[config.mk]
export PLATFORM = sky130hd
export DESIGN_NAME = wb_timer
export DESIGN_NICKNAME = d
export VERILOG_FILES = /design/src/rtl/wb_timer.sv
export SDC_FILE = /design/constraint.sdc
export NUM_CORES = 1
export LEC_CHECK = 0
export BUFFER_PORTS_ARGS = -buffer_cell sky130_fd_sc_hd__buf_2
export CORE_ASPECT_RATIO = 0.8
export CORE_UTILIZATION = 45
export DETAILED_ROUTE_END_ITERATION = 10
export REMOVE_ABC_BUFFERS = 1
export SLEW_MARGIN = 40
export SYNTH_ARGS = -nofsm -noshare
export SYNTH_HDL_FRONTEND = slang
export SYNTH_SLANG_ARGS = --single-unit
[constraint.sdc]
create_clock -name wb_clk_i -period 5.8 [get_ports wb_clk_i]
set_input_delay 0.29 -clock wb_clk_i [delete_from_list [all_inputs] [get_ports wb_clk_i]]
set_output_delay 0.29 -clock wb_clk_i [all_outputs]
set_load 0.1 [all_outputs]
[src/rtl/wb_timer.sv]
// wb_timer: Wishbone classic slave holding a RISC-V style 64-bit mtime/mtimecmp
// timer with a level interrupt. Every addressed cycle is acked after one wait state.
// Define WB_TIMER_PRESCALE_EN to build the prescale register and prescale counter;
// without it mtime advances on every enabled cycle and offset 0x10 reads as zero.
module wb_timer #(
    parameter int PRESCALE_W = 16
) (
    input  logic        wb_clk_i,
    input  logic        wb_rst_ni,
    input  logic [31:0] wb_adr_i,
    input  logic [31:0] wb_dat_i,
    output logic [31:0] wb_dat_o,
    input  logic [3:0]  wb_sel_i,
    input  logic        wb_we_i,
    input  logic        wb_cyc_i,
    input  logic        wb_stb_i,
    output logic        wb_ack_o,
    output logic        timer_int_o
);

    localparam logic [2:0] REG_MTIME_LO = 3'd0;
    localparam logic [2:0] REG_MTIME_HI = 3'd1;
    localparam logic [2:0] REG_CMP_LO   = 3'd2;
    localparam logic [2:0] REG_CMP_HI   = 3'd3;
    localparam logic [2:0] REG_PRESCALE = 3'd4;
    localparam logic [2:0] REG_CTRL     = 3'd5;

    logic [63:0] mtime;
    logic [63:0] mtime_nxt;
    logic [63:0] mtimecmp;
    logic        en;
    logic        req;
    logic        wr;
    logic [2:0]  reg_sel;
    logic        tick;
    logic [31:0] rd_data;
    logic        unused_adr;

    // Byte-lane merge: lanes with their select bit set take the bus data.
    function automatic logic [31:0] merge_bytes(input logic [31:0] old,
                                                input logic [31:0] data,
                                                input logic [3:0]  lanes);
        logic [31:0] res;
        res = old;
        for (int i = 0; i < 4; i++) begin
            if (lanes[i]) begin
                res[8*i +: 8] = data[8*i +: 8];
            end
        end
        return res;
    endfunction

    // A request is accepted only when no ack is outstanding, so a held strobe
    // during the ack cycle is not seen as a second access.
    assign req     = wb_cyc_i & wb_stb_i & ~wb_ack_o;
    assign wr      = req & wb_we_i;
    assign reg_sel = wb_adr_i[4:2];

    // Only adr[4:2] take part in decoding.
    assign unused_adr = ^{wb_adr_i[31:5], wb_adr_i[1:0]};

`ifdef WB_TIMER_PRESCALE_EN
    logic [PRESCALE_W-1:0] prescale;
    logic [PRESCALE_W-1:0] pre_cnt;

    assign tick = en && (pre_cnt == prescale);

    // Prescale register and divider counter; a prescale write restarts the divider.
    always_ff @(posedge wb_clk_i or negedge wb_rst_ni) begin
        if (!wb_rst_ni) begin
            prescale <= '0;
            pre_cnt  <= '0;
        end else begin
            if (wr && (reg_sel == REG_PRESCALE)) begin
                prescale <= PRESCALE_W'(merge_bytes(32'(prescale), wb_dat_i, wb_sel_i));
                pre_cnt  <= '0;
            end else if (tick) begin
                pre_cnt <= '0;
            end else if (en) begin
                pre_cnt <= pre_cnt + PRESCALE_W'(1);
            end
        end
    end
`else
    logic [PRESCALE_W-1:0] unused_prescale;

    assign unused_prescale = '0;
    assign tick            = en;
`endif

    // Next mtime: a bus write to either half wins over the increment, and the
    // other half keeps its pre-edge value with no carry applied.
    always_comb begin
        mtime_nxt = tick ? (mtime + 64'd1) : mtime;
        if (wr && (reg_sel == REG_MTIME_LO)) begin
            mtime_nxt = {mtime[63:32], merge_bytes(mtime[31:0], wb_dat_i, wb_sel_i)};
        end else if (wr && (reg_sel == REG_MTIME_HI)) begin
            mtime_nxt = {merge_bytes(mtime[63:32], wb_dat_i, wb_sel_i), mtime[31:0]};
        end
    end

    // Timer state: mtime, compare value and enable bit.
    always_ff @(posedge wb_clk_i or negedge wb_rst_ni) begin
        if (!wb_rst_ni) begin
            mtime    <= '0;
            mtimecmp <= '1;
            en       <= 1'b1;
        end else begin
            mtime <= mtime_nxt;
            if (wr && (reg_sel == REG_CMP_LO)) begin
                mtimecmp[31:0] <= merge_bytes(mtimecmp[31:0], wb_dat_i, wb_sel_i);
            end
            if (wr && (reg_sel == REG_CMP_HI)) begin
                mtimecmp[63:32] <= merge_bytes(mtimecmp[63:32], wb_dat_i, wb_sel_i);
            end
            if (wr && (reg_sel == REG_CTRL) && wb_sel_i[0]) begin
                en <= wb_dat_i[0];
            end
        end
    end

    // Read multiplexer on the pre-edge register values; unmapped offsets read 0.
    always_comb begin
        rd_data = '0;
        case (reg_sel)
            REG_MTIME_LO: rd_data = mtime[31:0];
            REG_MTIME_HI: rd_data = mtime[63:32];
            REG_CMP_LO:   rd_data = mtimecmp[31:0];
            REG_CMP_HI:   rd_data = mtimecmp[63:32];
`ifdef WB_TIMER_PRESCALE_EN
            REG_PRESCALE: rd_data = 32'(prescale);
`endif
            REG_CTRL:     rd_data = {31'd0, en};
            default:      rd_data = '0;
        endcase
    end

    // Bus response and interrupt: ack pulse, registered read data, compare level.
    always_ff @(posedge wb_clk_i or negedge wb_rst_ni) begin
        if (!wb_rst_ni) begin
            wb_ack_o    <= 1'b0;
            wb_dat_o    <= '0;
            timer_int_o <= 1'b0;
        end else begin
            wb_ack_o    <= req;
            wb_dat_o    <= req ? rd_data : 32'd0;
            timer_int_o <= (mtime >= mtimecmp);
        end
    end

endmodule

=== Word-level counts from Yosys, hierarchy flattened ===
Cells that the tools add are included.

* $add $sub $neg: 1
* Order comparisons: 1
* Equal/unequal tests: 13
* Muxes and demuxes: 9
* Bitwise gates (word level): 5
* Reduce and logical (&&, ||, !) cells: 25

{| class="wikitable"
|+ Operators by type and width
! kind !! count
|-
| 32-bit one-hot mux with 5 select lines || 1
|-
| 64-bit 2-to-1 mux || 2
|-
| 64-bit by 1-bit adder with 64-bit output (second input constant) || 1
|-
| 64-bit greater-or-equal comparator || 1
|-
| 32-bit 2-to-1 mux || 2
|-
| 8-bit 2-to-1 mux || 4
|-
| 3-bit AND reduction || 8
|-
| 2-bit inequality test (second input constant) || 9
|-
| 2-bit AND reduction || 8
|-
| 3-bit by 2-bit == test with 1-bit output (second input constant) || 2
|-
| 1-bit logical AND || 6
|-
| 2-bit nonzero test || 2
|-
| 1-bit AND || 3
|-
| 3-bit by 1-bit == test with 1-bit output (second input constant) || 1
|-
| 3-bit == test (second input constant) || 1
|-
| 3-bit logical NOT || 1
|-
| 1-bit NOT || 2
|}

* Register bits after elaboration: 163
* Input bits: 73
* Output and inout bits: 34

=== Depth between registers and ports, before layout ===
* Depth in word-level cells: 6
* Mapped depth: 9
* Gate-level depth less buffers: 8

=== Worst setup path before layout ===
OpenSTA, ideal clock, no wires.

* Path type: reg2reg
* Start: reg wb_ack_o
* End: reg mtime[51]
* Arrival time: 2473 ps
* Slack: 3203 ps
* Cell stages (with the launch flop): 8
* Path buffers: 1
* Period minus slack after synthesis: 2597 ps
* Cell sequence: dfrtp_1 and4b_1 clkbuf_1 a21boi_0 a31oi_1 or4b_1 a22oi_2 o21ai_1

* Word-level cells in the longest chain between the ends: 6

{| class="wikitable"
|+ Ends and longest elaborated chain
! what !! line !! source
|-
| from (decl) || 17 || <nowiki>output logic wb_ack_o,</nowiki>
|-
| from (signal assigned) || 145 || <nowiki>wb_ack_o <= req;</nowiki>
|-
| 1-bit NOT * || 55 || <nowiki>assign req = wb_cyc_i & wb_stb_i & ~wb_ack_o;</nowiki>
|-
| 1-bit AND * || 55 ||
|-
| 1-bit AND * || 56 || <nowiki>assign wr = req & wb_we_i;</nowiki>
|-
| 1-bit logical AND, on equally long branches || 97, 95 ||
|-
| 2-bit inequality test (no source line), or another cell as far along || n/a ||
|-
| 3-bit AND reduction (no source line) || n/a ||
|-
| to (signal assigned) || 109 || <nowiki>mtime <= mtime_nxt;</nowiki>
|-
| to (decl) || 28 || <nowiki>logic [63:0] mtime;</nowiki>
|}

Every way passes the cells marked *; elsewhere a longest branch is shown, timed or not. The select of a mux whose other input is x is not followed.
A chain may end at the register's enable or synchronous reset.

=== Final worst setup path ===
* Start: reg mtime[0]
* End: reg mtime[44]

* Word-level cells in the longest chain between the ends: 3

{| class="wikitable"
|+ Ends and longest elaborated chain
! what !! line !! source
|-
| 64-bit by 1-bit adder with 64-bit output || 94 || <nowiki>mtime_nxt = tick ? (mtime + 64'd1) : mtime;</nowiki>
|-
| 64-bit 2-to-1 mux || 94 ||
|-
| 64-bit 2-to-1 mux || 97 || <nowiki>end else if (wr && (reg_sel == REG_MTIME_HI)) begin</nowiki>
|}

No other way between the ends. The select of a mux whose other input is x is not followed.

==> reports/metrics.csv <==
stage,metric,value,unit
outcome,outcome,completed,
cts,cts_max_path_buffers,2,
layout,multi_input_area,0.00552,mm^2
die,coreArea,0.0218,mm^2
cts,cts_made_buffers,17,
drt,drt-pass1-iter-count,5,
synth,yosysTopAreaCell,dfrtp_1,
critical_path,start_kind,flop,
layout,nets,1289,
critical_path,slowest_stage,nor3_1,
critical_path,crit_path_cell_trace,"ha_1, nand3_1, nor4_1, nand4_1, nor3_1, a41oi_1, o22a_1",
synth,synth_edf_count,0,
die,die_y,136,um
synth,syn_inst,1090,
critical_path,worst_ep_required_time,6.12,ns
synth,synthArstFlopShare,1.00,
power,power_density,283,mW/mm^2
cts,clk_pin_slew,0.07,ns
critical_path,timing.rr.end,mtime[44],
drt,drt_iter0_markers,700,
placed_design,dpl.cell_count,1431,
sta,maxSlewHeadroom,0.465,
sta,post-route-period-util,0.565,
synth,yosysSeqAreaShare,0.411,
placed_design,port_buffers,77,
synth,ys_seq_elements,163,
cts,cts_tree,done,
placed_design,place_ws,2.66,ns
die,io-pin-count,107,
cts,post_cts_buffers,0,
drt,drc,0,
layout,fin_cells,1464,
synth,avgSynthCellArea,9.29,um^2
drt,antenna_left,0,
die,initial_core_util,0.464,
layout,num_antenna_cells,0,
die,die_x,170,um
critical_path,setup.worst_path.end,mtime[44],
power,ir_drop,0.000225,V
synth,yosysTopAreaCellShare,0.242,
synth,synth_cell_type_count,67,
drt,wl_per_cell,20.9,um
synth,yosysWarnings,0,
sta,fin_setup_tns,0,ns
grt,grtUsageMet3,0.0512,
sta,max_freq,305,MHz
sta,hold_viol,0,
critical_path,reg2reg_depth,7,
sta,timing.final.ws_setup,2.53,ns
grt,grt_util_met2,0.430,
grt,grt_pass1_wl,48600,um
cts,post_cts_resized,0,
placed_design,placed_cell_area,0.0109,mm^2
grt,top_usage_layer,met2,
critical_path,regToRegStartpoint,mtime[0],
critical_path,reg2reg_slack,2.53,ns
min_path,hp-class,input pin to flop,
critical_path,crit_start,mtime[0],
cts,cts.sinks,163,
sta,drv_slew,0,
die,std_cell_rows,48,
drt,via_count,9088,
placed_design,gp_congestion,0.979,
grt,grtUsageMet1,0.393,
job,drv_cap,0,
synth,synthTopCellsByArea,"dfrtp_1 24%, dfstp_2 17%, ha_1 8.0%",
sta,worst_clock_skew,0.0144,ns
cts,clkLatencyLatePin,0.43,ns
sta,tightest_slew,0.791,ns
die,die_area,0.0231,mm^2
drt,wl,30600,um
cts,cts-htree-levels,4,
power,p_leak,0.00476,uW
cts,cts_hold_buf,1,
layout,fin_area,0.0116,mm^2
layout,drive_above_1_share,0.240,
sta,whs,0.119,ns
critical_path,arrival,3.60,ns
layout,syn_to_final_growth,14.2,%
sta,post-route-min-period,3.27,ns
synth,syn_area,0.0101,mm^2
critical_path,cpPeakStageDelay,0.69,ns
synth,yosys_most_used_dff,dfrtp_1,
placed_design,hpwl,21500,um
critical_path,crit_fanout,7,
grt,grt_pass1_vias,8550,
grt,antenna_found_initial,0,
cts,clock_tree.root_cell,clkbuf_16,
critical_path,worst_setup_path_end_kind,flop,
grt,grt_max_degree,66,
sta,rsz0062_at_grt,false,
grt,grt-ovfl-total,0,
layout,fillers,2016,
drt,vias_per_cell,6.21,
critical_path,crit_type,flop to flop,
sta,setup_violations,0,
grt,grtUsageTotal,0.277,
layout,ff_latch_area,0.00416,mm^2
[sequential cells by signal (all words and copies together) (netlist names)]
register / count
wb_dat_o: 32
mtime: 64
mtimecmp: 64
en: 1
wb_ack_o: 1
timer_int_o: 1
[kinds of logic after synthesis]
group,Yosys count,synth area share
adder cells (fa/ha/maj),65,0.0803
multiplexers,69,0.0763
AO/OA/AOI/OAI,339,0.220
flip-flops,163,0.411
buffers and inverters,135,0.0517
AND/OR/NAND/NOR,319,0.160
[per-stage QoR]
| step | utilization | total power [uW] |
|---|---|---|
| after floorplan | - | 1760 |
| after global placement | 0.497 | 1970 |
| after detailed placement | 0.499 | 1990 |
| after CTS | 0.530 | 3290 |
| after global routing | 0.530 | 3430 |
| final | 0.530 | 3270 |
[cell usage after synthesis, types with 9 or more instances]
cell type    n
nand2_1     84
nor4_1      15
o31ai_1      9
and4_1       9
nand3_1     41
nor3_1      26
ha_1        65
nor2_1      61
nand4_1     24
a22oi_1     70
o21ai_0     53
o22a_1      18
a21oi_1    100
and3_1      16
mux2_2      65
clkbuf_1    45
dfrtp_1     98
a31oi_1     12
a22o_1      17
dfstp_2     65
inv_1       83
[placed cells by master, fill, tap and decap left out, types with 13 or more instances in the layout]
cell and count:
a21oi_1 97, a22o_1 17, a22oi_1 70, and3_1 16, buf_2 76, buf_4 15
clkbuf_16 17, dfrtp_1 98, dfstp_2 65, ha_1 65, inv_1 83, mux2_2 65
nand2_1 82, nand3_1 41, nand4_1 24, nor2_1 59, nor3_1 23, nor4_1 13
o21ai_0 53, o22a_1 18
[power by group]
| group | internal, uW | switching (uW) |
|---|---|---|
| Combinational | 222 | 355 |
| Clock | 809 | 486 |
| Sequential | 1280 | 124 |
[area by class of cell]
cell class | count | share of cell area
clock buffers | 19 | 0.0375
clock inverters | 13 | 0.0201
inverters | 83 | 0.0270
multi-input cells | 792 | 0.478
flip-flops and latches | 163 | 0.360
well taps | 300 | 0.0325
repair buffers | 94 | 0.0455
[critical path, delay by kind of cell, from the launching register on]
kind	cells	cell delay [ns]
AO/OA/AOI/OAI	2	0.45
adder cells (fa/ha/maj)	1	0.25
flip-flops	1	0.46
AND/OR/NAND/NOR	4	1.99
[routing by layer]
layer	vias to the layer above	wire length (um)	share of wire
li1	4215	-	-
met1	4517	14300	0.47
met2	317	13700	0.45
met3	39	2030	0.066
met4	0	510	0.017
met5	-	0	0
[worst min-delay path by stage]
| stage | start | cells after the start | slack (ns) | end |
|---|---|---|---|---|
| 2_1_floorplan | wb_rst_ni | 0 | -0.006 | mtime[0] |
| 3_3_place_gp | wb_rst_ni | 1 | 0.33 | wb_dat_o[31] |
| 3_5_place_dp | wb_rst_ni | 1 | 0.33 | wb_dat_o[31] |
| 4_1_cts | wb_stb_i | 3 | 0.11 | wb_ack_o |
| 5_1_grt | wb_stb_i | 3 | 0.12 | wb_ack_o |
| 6_report | wb_stb_i | 3 | 0.12 | wb_ack_o |
Power figures use the tool's default switching activity.
